**src/rtl/mont_pkg.sv**
```systemverilog
// Shared constants and types for the Dilithium Montgomery arithmetic.
package mont_pkg;

  localparam int unsigned DILI_Q    = 32'd8380417;
  localparam int unsigned DILI_QINV = 32'd58728449;
  // 2^32 mod Q, signed representative
  localparam int          DILI_MONT = -4186625;

  typedef enum logic {
    MODE_MUL = 1'b0,
    MODE_RED = 1'b1
  } mont_mode_e;

  typedef logic signed [31:0] coeff_t;

endpackage

```
**src/rtl/mont_red_core.sv**
```systemverilog
// Combinational Montgomery reduction arithmetic, split so each half sits
// between its own pipeline registers (t from p, then u from p and t).
module mont_red_core
  import mont_pkg::*;
#(
  parameter int unsigned DW   = 32,
  parameter int unsigned Q    = DILI_Q,
  parameter int unsigned QINV = DILI_QINV
) (
  input  logic [DW-1:0]          p_lo,
  output logic [DW-1:0]          t,
  input  logic signed [2*DW-1:0] p_full,
  input  logic [DW-1:0]          t_full,
  output logic [DW-1:0]          u
);

  localparam int unsigned W2 = 2 * DW;
  localparam logic [DW-1:0]          QINV_W = DW'(QINV);
  localparam logic signed [W2-1:0]   Q_W    = W2'(Q);

  logic signed [W2-1:0] t_ext;

  // t = low DW bits of p * QINV; only the low half of p matters mod 2^DW
  always_comb begin
    t = p_lo * QINV_W;
  end

  // u = (p - sext(t)*Q) >>> DW; low DW bits of the shifted value are exact
  always_comb begin
    t_ext = {{DW{t_full[DW-1]}}, t_full};
    u     = DW'((p_full - t_ext * Q_W) >>> DW);
  end

endmodule

```
**src/rtl/mont_mul_pipe.sv**
```systemverilog
// Four-stage Montgomery multiplier/reducer with a global-enable valid/ready
// pipeline and a sideband tag carried alongside each beat.
module mont_mul_pipe
  import mont_pkg::*;
#(
  parameter int unsigned DW    = 32,
  parameter int unsigned Q     = DILI_Q,
  parameter int unsigned QINV  = DILI_QINV,
  parameter bit          CANON = 1'b1,
  parameter int unsigned TAG_W = 8
) (
  input  logic              clk_i,
  input  logic              rst_i,
  input  logic              valid_i,
  output logic              ready_o,
  input  logic              mode_i,
  input  logic [DW-1:0]     a_i,
  input  logic [DW-1:0]     b_i,
  input  logic [2*DW-1:0]   wide_i,
  input  logic [TAG_W-1:0]  tag_i,
  output logic              valid_o,
  input  logic              ready_i,
  output logic [DW-1:0]     res_o,
  output logic [TAG_W-1:0]  tag_o
);

  localparam int unsigned W2 = 2 * DW;

  logic                 en;
  logic signed [W2-1:0] a_ext;
  logic signed [W2-1:0] b_ext;
  logic signed [W2-1:0] p_c;
  logic [DW-1:0]        t_c;
  logic [DW-1:0]        u_c;
  logic [DW-1:0]        res_c;

  logic                 s1_v;
  logic                 s2_v;
  logic                 s3_v;
  logic signed [W2-1:0] s1_p;
  logic signed [W2-1:0] s2_p;
  logic [DW-1:0]        s2_t;
  logic [DW-1:0]        s3_u;
  logic [TAG_W-1:0]     s1_tag;
  logic [TAG_W-1:0]     s2_tag;
  logic [TAG_W-1:0]     s3_tag;

  // Whole pipe advances unless a result is waiting on downstream
  always_comb begin
    en      = !valid_o || ready_i;
    ready_o = en;
  end

  // S1 operand: signed double-width product or the raw wide value
  always_comb begin
    a_ext = {{DW{a_i[DW-1]}}, a_i};
    b_ext = {{DW{b_i[DW-1]}}, b_i};
    p_c   = (mont_mode_e'(mode_i) == MODE_RED) ? $signed(wide_i) : a_ext * b_ext;
  end

  mont_red_core #(
    .DW   (DW),
    .Q    (Q),
    .QINV (QINV)
  ) u_core (
    .p_lo   (s1_p[DW-1:0]),
    .t      (t_c),
    .p_full (s2_p),
    .t_full (s2_t),
    .u      (u_c)
  );

  // Optional fold of (-Q,0) into (0,Q); zero stays zero
  always_comb begin
    res_c = (CANON && s3_u[DW-1]) ? s3_u + DW'(Q) : s3_u;
  end

  // Stage registers; result/tag only update when a valid beat lands in S4
  always_ff @(posedge clk_i) begin
    if (rst_i) begin
      s1_v    <= 1'b0;
      s2_v    <= 1'b0;
      s3_v    <= 1'b0;
      valid_o <= 1'b0;
      s1_p    <= '0;
      s2_p    <= '0;
      s2_t    <= '0;
      s3_u    <= '0;
      s1_tag  <= '0;
      s2_tag  <= '0;
      s3_tag  <= '0;
      res_o   <= '0;
      tag_o   <= '0;
    end else if (en) begin
      s1_v    <= valid_i;
      s1_p    <= p_c;
      s1_tag  <= tag_i;
      s2_v    <= s1_v;
      s2_p    <= s1_p;
      s2_t    <= t_c;
      s2_tag  <= s1_tag;
      s3_v    <= s2_v;
      s3_u    <= u_c;
      s3_tag  <= s2_tag;
      valid_o <= s3_v;
      if (s3_v) begin
        res_o <= res_c;
        tag_o <= s3_tag;
      end
    end
  end

endmodule

```
**config.mk**
```make
export PLATFORM = sky130hd
export DESIGN_NAME = mont_mul_pipe
export DESIGN_NICKNAME = d
export VERILOG_FILES = /design/src/rtl/mont_pkg.sv /design/src/rtl/mont_red_core.sv /design/src/rtl/mont_mul_pipe.sv
export SDC_FILE = /design/constraint.sdc
export NUM_CORES = 2
export LEC_CHECK = 0
export ABC_AREA = 1
export CAP_MARGIN = 10
export CORE_AREA = 2 2 352 354
export CTS_BUF_LIST = sky130_fd_sc_hd__clkbuf_4 sky130_fd_sc_hd__clkbuf_8
export CTS_CLUSTER_DIAMETER = 50
export DETAILED_ROUTE_END_ITERATION = 10
export DIE_AREA = 0 0 354 356
export GPL_ROUTABILITY_DRIVEN = 0
export PLACE_DENSITY_LB_ADDON = 0.15
export SLEW_MARGIN = 40
export SYNTH_ARGS = -nofsm -noshare
export SYNTH_HDL_FRONTEND = slang
export SYNTH_HIERARCHICAL = 1
export SYNTH_SLANG_ARGS = --single-unit
```
**constraint.sdc**
```tcl
create_clock -name clk_i -period 14.2 [get_ports clk_i]
set_input_delay 2.84 -clock clk_i [delete_from_list [all_inputs] [get_ports clk_i]]
set_output_delay 2.84 -clock clk_i [all_outputs]
set_load 0.01 [all_outputs]
```
==> key figures <==
Cells and area
  – Layout area overhead: 6.18%
  – Final Non-Filler Cells: 10300
  – Most common cell after layout, fill and taps aside: inv_1
  – Share of layout cells above drive strength 1: 3.68%
  – Final Net Count: 10700
  – Core Util, Final: 57.7%
  – Commonest non-fill, non-tap cells in the layout: 2365 x inv_1, 1800 x nand2_1, 1370 x fa_1

Global route
  – Initial antenna violation count: 3
  – Largest net degree at the start of global routing: 226
  – GRT Total Usage: 31.7%
  – Global route total overflow: 0
  – Vias in the first global route: 57500
  – First-pass GRT wire length: 311 mm

Floorplanning
  – Chip height: 356 um
  – Die W: 354 um
  – Row count: 129
  – Total core area: 0.123 mm2
  – Initial core utilization: 54.4%
  – I/O pin count: 183
  – Die Area: 0.126 mm2

Yosys
  – Cell count after synthesis: 8594
  – Synth warn: 6
  – Library cells used by synthesis: 52
  – EDFF count, synth: 0
  – Synth top area cells: fa_1 41%, inv_1 13%, ha_1 11%
  – Post-synthesis sequential area ratio: 7.80%
  – Post-synth ARST share: 0%
  – Post-synth top area share: 41.1%
  – Post-Syn Area: 0.0667 mm2
  – Leading area contributor after synthesis: fa_1
  – Seq cells post-synth: 260
  – Mean Syn Cell Area: 7.76 um2
  – Primary FF master, synth: dfxtp_1
  – Syn_nets: 10700

Detailed routing
  – DRT iter0 DRCs: 3696
  – Initial DRT Pass Iterations: 6
  – Final WL: 195 mm
  – Vias: 54000
  – Antenna Violating Nets Remaining: 0
  – Via-to-Cell Ratio: 5.27
  – DRC Markers: 0
  – DR WL/cell: 19.0 um

Placement
  – Dpl cells: 10200
  – Input/output buffers: 182
  – Placed wire-length estimate: 160 mm

Clock network
  – Clock latency on the worst-skew pair: 0.64 ns
  – TritonCTS buffer count: 44
  – Clock buffer depth: 3
  – Clock transition at path regs: 0.06 ns
  – CTS tree: built
  – Clock Sink Count: 260
  – Htree depth: 2
  – Hold Buf Count CTS: 0
  – Post_cts resized: 0
  – Post-CTS Setup Inserts: 0
  – Root buf cell: clkbuf_8

Critical path
  – Worst-path fanout max: 32
  – Crit path largest cell delay: 0.82 ns
  – Crit path launch type: input port
  – Setup crit end kind: flop
  – Crit path arrival time: 10.97 ns
  – WP data required: 14.78 ns
  – Slowest CP cell: fa_1
  – Critical path class: input port to flop

STA
  – Final hold viol count: 0
  – Max-slew headroom: 43.5%
  – FMAX: 0.0962 GHz
  – Clock skew: 0.0207 ns
  – Max-slew violations: 0
  – Tmin final: 10.39 ns
  – Hold WS: 0.476 ns
  – Period utilization: 73.2%
  – Measured slew at the worst slew-check pin: 0.848 ns
  – Final setup fails: 0
  – RSZ-0062 raised after global routing: false
  – Setup_tns: 0 ns

Run
  – Max-cap viol count: 0

Outcome
  – Status: complete, no violations

Min path
  – Hold WC Path Type: flop to flop
==> sequential cells by signal, summed over array words and instances (netlist names) <==
signal,flops
valid_o,1
s3_u,32
s2_tag,8
s1_p,64
s3_tag,8
tag_o,8
s2_v,1
res_o,32
s1_tag,8
s2_p,64
s3_v,1
s1_v,1
s2_t,32
==> stage by stage <==
stage | instance area (um2) | worst slack [ns]
2_1_floorplan | 66700 | 4.68
4_1_cts | 70700 | 3.89
3_5_place_dp | 69800 | 3.18
5_1_grt | 70800 | 3.32
6_report | 70800 | 3.81
3_3_place_gp | 69800 | 3.30
==> final cells by class <==
class	instances	area [um2]
well taps	1637	2050
clock buffers	57	741
multi-input cells	5607	51200
diodes	2	5.00
fillers	11500	51800
flip-flops and latches	260	5210
clock inverters	15	165
inverters	2423	9110
repair buffers	251	2360
==> critical path: cells and delay by family <==
| kind | cells | cell delay (ns) |
|---|---|---|
| fa+ha+maj | 9 | 4.63 |
| buf+inv | 10 | 2.04 |
| simple gates | 9 | 1.25 |
| compound gates | 1 | 0.17 |
==> logic make-up (layout without fill, tap and decap cells) <==
kind of cell / count (synthesis) / count (layout) / synth area share [%]
AOI/OAI and AO/OA: 784 / 784 / 6.23
xor gates and xnor gates: 97 / 97 / 1.27
adders and majority gates: 1976 / 1976 / 52.5
buffers and inverters: 2727 / 2746 / 15.5
DFF: 260 / 260 / 7.80
other: 0 / 2 / 0
and+or+nand+nor: 2750 / 2750 / 16.7
==> final timing paths <==
| path | start | end | slack [ns] | cells after the start |
|---|---|---|---|---|
| worst max-delay path | b_i[5] | s1_p[57]$_SDFFE_PP0N_ | 3.81 | 29 |
| worst min-delay path | s2_tag[7]$_SDFFE_PP0N_ | s2_tag[7]$_SDFFE_PP0N_ | 0.48 | 2 |
| worst max register to register | s2_t[31]$_SDFFE_PP0N_ | s3_u[21]$_SDFFE_PP0N_ | 6.81 | 26 |
| worst min register to register | s2_tag[7]$_SDFFE_PP0N_ | s2_tag[7]$_SDFFE_PP0N_ | 0.48 | 2 |
==> cells in the mapped netlist, types with 4 or more instances <==
library cell / n
clkinv_1: 4
a31oi_1: 13
o21ai_1: 28
nand3b_1: 10
nand2_2: 29
buf_2: 25
xnor2_1: 48
a21o_1: 12
nand2_1: 1800
ha_1: 606
nor4_1: 10
and3_1: 8
a21oi_1: 311
nor2_2: 22
o21bai_1: 29
nor2_1: 596
nand3_2: 17
xor2_1: 49
dfxtp_1: 260
o211ai_1: 5
clkbuf_1: 262
a21boi_0: 8
inv_1: 2366
nand4_1: 31
o21ai_0: 356
or2_2: 14
nor3_1: 26
a21oi_2: 8
nor2_4: 6
nand3_1: 163
inv_2: 53
fa_1: 1370
buf_4: 14
==> layer usage <==
metal,track usage (%),part of all wire [%],up-vias
met5,0,0.0067,-
met4,13.3,4.6,2
met3,5.32,7.6,452
met2,54.3,48,2131
met1,39.7,40,26500
li1,-,-,24900
Power is not shown: default switching activity piles up to over one toggle a cycle in this logic, so the estimate is an artifact.
